`src/rtl/cdc_handshake_tx.sv`:
```
// Transmit side of a four-phase req/ack crossing: accepts a word over valid/ready,
// holds it on DataOut behind a level ReqOut, and retires it on a synchronized AckIn.
module cdc_handshake_tx #(
    parameter int unsigned WIDTH       = 32,
    parameter int unsigned SYNC_STAGES = 2
) (
    input  logic             clk,
    input  logic             reset,
    input  logic             InValid,
    output logic             InReady,
    input  logic [WIDTH-1:0] InData,
    output logic             ReqOut,
    output logic [WIDTH-1:0] DataOut,
    input  logic             AckIn,
    output logic             Done,
    output logic             ProtoErr
);

    typedef enum logic [1:0] {StIdle, StReq, StRelease} state_e;

    state_e                 state_q, state_d;
    logic                   req_q, req_d;
    logic [WIDTH-1:0]       data_q, data_d;
    logic                   done_q, done_d;
    logic                   err_q, err_d;
    logic [SYNC_STAGES-1:0] ack_sync_q;
    logic                   ack_sync;

    always_ff @(posedge clk or posedge reset) begin
        if (reset) begin
            ack_sync_q <= '0;
        end else begin
            ack_sync_q <= {ack_sync_q[SYNC_STAGES-2:0], AckIn};
        end
    end

    assign ack_sync = ack_sync_q[SYNC_STAGES-1];

    always_ff @(posedge clk or posedge reset) begin
        if (reset) begin
            state_q <= StIdle;
            req_q   <= 1'b0;
            data_q  <= '0;
            done_q  <= 1'b0;
            err_q   <= 1'b0;
        end else begin
            state_q <= state_d;
            req_q   <= req_d;
            data_q  <= data_d;
            done_q  <= done_d;
            err_q   <= err_d;
        end
    end

    always_comb begin
        state_d = state_q;
        req_d   = req_q;
        data_d  = data_q;
        done_d  = 1'b0;
        err_d   = err_q;
        unique case (state_q)
            StIdle: begin
                // An ack seen while idle is a protocol violation; hold off accepts until it clears.
                if (ack_sync) begin
                    err_d = 1'b1;
                end else if (InValid) begin
                    data_d  = InData;
                    req_d   = 1'b1;
                    state_d = StReq;
                end
            end
            StReq: begin
                if (ack_sync) begin
                    req_d   = 1'b0;
                    state_d = StRelease;
                end
            end
            StRelease: begin
                if (!ack_sync) begin
                    done_d  = 1'b1;
                    state_d = StIdle;
                end
            end
            default: begin
                req_d   = 1'b0;
                state_d = StIdle;
            end
        endcase
    end

    assign InReady  = (state_q == StIdle) && !ack_sync;
    assign ReqOut   = req_q;
    assign DataOut  = data_q;
    assign Done     = done_q;
    assign ProtoErr = err_q;

endmodule

```
`config.mk`:
```
export PLATFORM = sky130hd
export DESIGN_NAME = cdc_handshake_tx
export DESIGN_NICKNAME = d
export VERILOG_FILES = /design/src/rtl/cdc_handshake_tx.sv
export SDC_FILE = /design/constraint.sdc
export NUM_CORES = 1
export LEC_CHECK = 0
export BUFFER_PORTS_ARGS = -buffer_cell sky130_fd_sc_hd__buf_4
export CAP_MARGIN = 20
export CORE_UTILIZATION = 45
export DETAILED_ROUTE_END_ITERATION = 12
export MAX_ROUTING_LAYER = met4
export PLACE_DENSITY = 0.79
export SYNTH_ARGS = -nofsm -noshare
export SYNTH_HDL_FRONTEND = slang
export SYNTH_SLANG_ARGS = --single-unit
```
`constraint.sdc`:
```
create_clock -name clk -period 2.05 [get_ports clk]
set_input_delay 0.1025 -clock clk [delete_from_list [all_inputs] [get_ports clk]]
set_output_delay 0.1025 -clock clk [all_outputs]
set_load 0.02 [all_outputs]
```
### Word-level counts from Yosys, hierarchy flattened

Cells that the tools add are included.

| cells by class | value |
|---|---|
| bitwise operators | 2 |
| multiplexer cells | 11 |
| reduce and logical (&&, ||, !) cells | 7 |
| eq/ne operators | 6 |

Operator list:

| kind | count |
|---|---|
| 2-bit two-way mux | 4 |
| 2-bit != test, second input constant | 4 |
| 4-bit AND reduction | 2 |
| 2-bit one-hot mux with 3 select lines | 1 |
| 1-bit two-way mux | 5 |
| 1-bit one-hot mux with 3 select lines | 1 |
| 3-bit AND reduction | 1 |
| 2-bit by 1-bit equality test with 1-bit output, second input constant | 1 |
| 2-bit equality test, second input constant | 1 |
| 2-bit zero test | 1 |
| 1-bit NOT | 2 |
| 2-bit AND reduction | 1 |
| 1-bit logical AND | 1 |
| 1-bit zero test | 1 |

| storage, ports and cells | value |
|---|---|
| flip-flop bits (word level) | 39 |
| input bits | 36 |
| output and inout port bits | 36 |

### Depth between registers and ports, before layout

| depth | value |
|---|---|
| word-level depth | 3 |
| depth in mapped cells | 4 |

### Worst setup path after synthesis

Ideal clock, no wire load.

| path | value |
|---|---|
| path type | reg2reg |
| start | reg state_q[0] |
| end | reg data_q[10] (netlist: DataOut[10]) |
| required time | 1.925 ns |
| library setup time | 0.125 ns |
| path slack | 0.468 ns |
| arrival | 1.457 ns |
| stages on the path, launching flop included | 5 |
| period minus slack after synthesis | 1.582 ns |
| buffers on the path | 2 |
| cell sequence | dfrtp_1 -> buf_4 -> nor4b_4 -> buf_6 -> mux2_2 |

| between the ends | value |
|---|---|
| word-level cells in the longest chain between the ends | 2 |

RTL lines:

| what | line | source |
|---|---|---|
| start, declared | 21 | `state_e state_q, state_d;` |
| start signal, assigned | 41 | `state_q <= StIdle;` |
| start signal, assigned | 47 | `state_q <= state_d;` |
| 2-bit zero test | 61 | `unique case (state_q)` |
| 3-bit AND reduction (no source line) | - |  |
| end signal, assigned | 49 | `data_q <= data_d;` |
| end, declared | 23 | `logic [WIDTH-1:0] data_q, data_d;` |

Every way passes these cells.
A chain may end at the register's enable or synchronous reset.

### Final worst setup path

| path | value |
|---|---|
| start | reg state_q[0] |
| end | reg data_q[12] (netlist: DataOut[12]) |

The elaborated chain is that of the path after synthesis.

==> metrics.cfg <==
[worst_setup_path]
arrival_ps = 1900
worst-endpoint-required_ps = 2280
timing.critical_path.slowest_cell_delay_ps = 500
reg2reg_setup_slack_ps = 370
critPathSlowestCell = sky130_fd_sc_hd__dfrtp_1
timing.setup.critical_path_class = flip-flop to flip-flop
critPathCaptureType = flip-flop
crit_family = flip-flops
critical_path_peak_fanout = 24
worstPathBufferInverterCount = 1
cell_by_cell_trace_of_the_critical_path = nor4b_4 -> buf_4 -> mux2_2
critPathLaunchType = flip-flop

[route]
met3RoutedLength_um = 161
wl_met1_um = 1358
drt-wirelength-per-cell_um = 14.48
top_layer_used = met4
wl_met2_um = 1948
via_per_inst = 4.545
remaining_number_of_nets_flagged_by_the_antenna_check_after_routing = 0
vias_after_detailed_routing = 1109
drt_first_iter_violations = 17
totalWireLength_um = 3534
drc = 0
dr.pass1.iters = 2

[sta]
max_slew.worst_pin.slew_ps = 466.2
headroom_to_the_max_slew_limit_pct = 68.92
finalSetupViolations = 0
grt_setup_unrepaired = no
totalNegativeSetupSlack_ps = 0
finalClockSkew_ps = 13.60
finalHoldViolCount = 0
clock.fmax_ghz = 0.5962
postLayoutSetupSlackWorst_ps = 372.6
slew_viol_final = 0
period_needed_ps = 1677
period_share_pct = 81.82
fin_hold_ws_ps = 356.4

[synthesis]
netlist_area_um2 = 1470
seq_area_frac_synth_pct = 66.38
post_synth_num_cell_types = 16
avgSynthCellArea_um2 = 16.90
synth_area_leaders = sky130_fd_sc_hd__dfrtp_1, sky130_fd_sc_hd__mux2_2, sky130_fd_sc_hd__buf_6
synthesis.yosys.warnings = 0
yosys.area.top_type = sky130_fd_sc_hd__dfrtp_1
syn-instance-count = 87
yosysTopAreaCellShare_pct = 66.38
syn-num-nets = 123
ys_ff_latch = 39

[power_and_ir_drop]
peak_supply_drop_v = 0.0007382
p_leak_uw = 0.001156
power_density_nw_per_um2 = 992.3

[global_routing]
grt_pass1_vias = 1231
overflow = 0
first_pass_grt_wire_length_um = 5561
grt_antenna_before_repair = 0
gr-usage-all-layers_pct = 23.25
grt_start_max_net_pins = 40

[cts]
clk_transition_reported_paths_ps = 110
post_cts_buffers = 0
cts_max_path_buffers = 2
clk-insertion-delay-late_ps = 350
clock_buffers_created_by_tritoncts = 5
cts.sink_count = 39
cts_tree = yes
number_of_h_tree_levels = 2
cts.root.buffer_cell = sky130_fd_sc_hd__clkbuf_4

[floorplan]
dieArea_um2 = 3499
core_area_um2 = 3078
ios = 72
starting_density_pct = 47.76
die_height_um = 59.16
die-width_um = 59.16
floorplan.rows = 20

[flow_run]
total_of_max_cap_violations = 0

[layout]
post_layout_net_count = 235
layout-drive-gt1-share_pct = 56.00
areaGrowthSynthToFinish_pct = 67.23
n_antenna_cell = 0
fin_area_um2 = 2459

[placed_design]
portBuffers = 71
preCtsSetupSlack_ps = 407.6
dpl_cell_area_um2 = 2039
detailed_place_hpwl_um = 2189
gpl.final_weighted_congestion = 0.7429

[status]
run_status = complete, no violations

[worst_hold_path]
worstHoldPathType = flip-flop to flip-flop

==> what timing repair did <==
| action | 4_1_cts | 5_1_grt |
|---|---|---|
| hold buffers | 33 | 2 |
| resized for setup | 0 | 0 |
| endpoints found under the hold margin | 71 | 2 |
==> kinds of logic after synthesis <==
kind of cell	after synthesis	synth area share, %
muxes	32	24.51
DFF	39	66.38
AOI/OAI and AO/OA	3	1.618
and+or+nand+nor	7	3.830
buffers and inverters	5	3.064
xor gates and xnor gates	1	0.5959
==> registers in the layout (all words and copies together), names as in the netlist <==
name / cells
Done: 1
DataOut: 32
ack_sync_q: 2
ProtoErr: 1
state_q: 2
ReqOut: 1
==> layout make-up <==
type,count,area [µm²]
Sequential cell,39,975.9
Timing Repair Buffer,109,905.9
Fill cell,193,619.3
Multi-Input combinational cell,43,449.2
Clock buffer,8,68.82
Tap cell,44,55.05
Inverter,1,3.754
==> layer usage <==
layer  GRT usage (%)  vias to the layer above
met2           39.61                       37
met1           25.29                      538
met3           5.677                        9
li1                -                      525
met5               -                        -
met4           11.56                        0
==> synth_stat cells <==
| master | instances |
|---|---|
| sky130_fd_sc_hd__inv_1 | 1 |
| sky130_fd_sc_hd__mux2_1 | 2 |
| sky130_fd_sc_hd__nor3b_1 | 1 |
| sky130_fd_sc_hd__and2_1 | 1 |
| sky130_fd_sc_hd__nor3_1 | 1 |
| sky130_fd_sc_hd__a21o_1 | 1 |
| sky130_fd_sc_hd__nor2_1 | 2 |
| sky130_fd_sc_hd__xor2_1 | 1 |
| sky130_fd_sc_hd__buf_4 | 1 |
| sky130_fd_sc_hd__nor2b_1 | 1 |
| sky130_fd_sc_hd__a211o_1 | 1 |
| sky130_fd_sc_hd__o21a_1 | 1 |
| sky130_fd_sc_hd__mux2_2 | 30 |
| sky130_fd_sc_hd__buf_6 | 3 |
| sky130_fd_sc_hd__nor4b_4 | 1 |
| sky130_fd_sc_hd__dfrtp_1 | 39 |
==> stage by stage <==
step / util (%) / cells / power [µW]
floorplan: - / 87 / 1552
global placement: 66.26 / 201 / 1929
detailed placement: 66.26 / 201 / 1967
CTS: 79.23 / 242 / 2447
global route: 79.88 / 244 / 2553
finish: 79.88 / 244 / 2440
==> placed cells by master (no fill, tap or decap) <==
| master | n |
|---|---|
| sky130_fd_sc_hd__dfrtp_1 | 39 |
| sky130_fd_sc_hd__xor2_1 | 1 |
| sky130_fd_sc_hd__clkbuf_8 | 2 |
| sky130_fd_sc_hd__o21a_1 | 1 |
| sky130_fd_sc_hd__nor2_1 | 2 |
| sky130_fd_sc_hd__a21o_1 | 1 |
| sky130_fd_sc_hd__inv_1 | 1 |
| sky130_fd_sc_hd__mux2_1 | 2 |
| sky130_fd_sc_hd__nor3_1 | 1 |
| sky130_fd_sc_hd__nor2b_1 | 1 |
| sky130_fd_sc_hd__nor4b_4 | 1 |
| sky130_fd_sc_hd__dlygate4sd3_1 | 35 |
| sky130_fd_sc_hd__a211o_1 | 1 |
| sky130_fd_sc_hd__clkbuf_4 | 5 |
| sky130_fd_sc_hd__mux2_2 | 30 |
| sky130_fd_sc_hd__clkbuf_1 | 1 |
| sky130_fd_sc_hd__buf_4 | 74 |
| sky130_fd_sc_hd__and2_1 | 1 |
| sky130_fd_sc_hd__nor3b_1 | 1 |
==> path summary, 6_finish.rpt <==
kind | start | endpoint | cells after the start
setup / recovery | state_q[0] | DataOut[12] | 3
max in group asynchronous | reset | DataOut[4] | 4
min in group asynchronous | reset | DataOut[21] | 4
hold reg to reg | ack_sync_q[0] | ack_sync_q[1] | 0
setup reg to reg | state_q[0] | DataOut[12] | 3
hold / removal | ack_sync_q[0] | ack_sync_q[1] | 0
==> worst reg2reg max path: stages (launching register included) <==
cell                      delay (ps)
sky130_fd_sc_hd__dfrtp_1         500
sky130_fd_sc_hd__nor4b_4         330
sky130_fd_sc_hd__buf_4           350
sky130_fd_sc_hd__mux2_2          380
==> power breakdown <==
| group | switching, µW | internal, µW | total (µW) |
|---|---|---|---|
| logic | 439 | 485 | 924 |
| clock network | 231 | 202 | 432 |
| registers | 119 | 964 | 1080 |
Note: power is estimated with default switching activity, not from simulation.
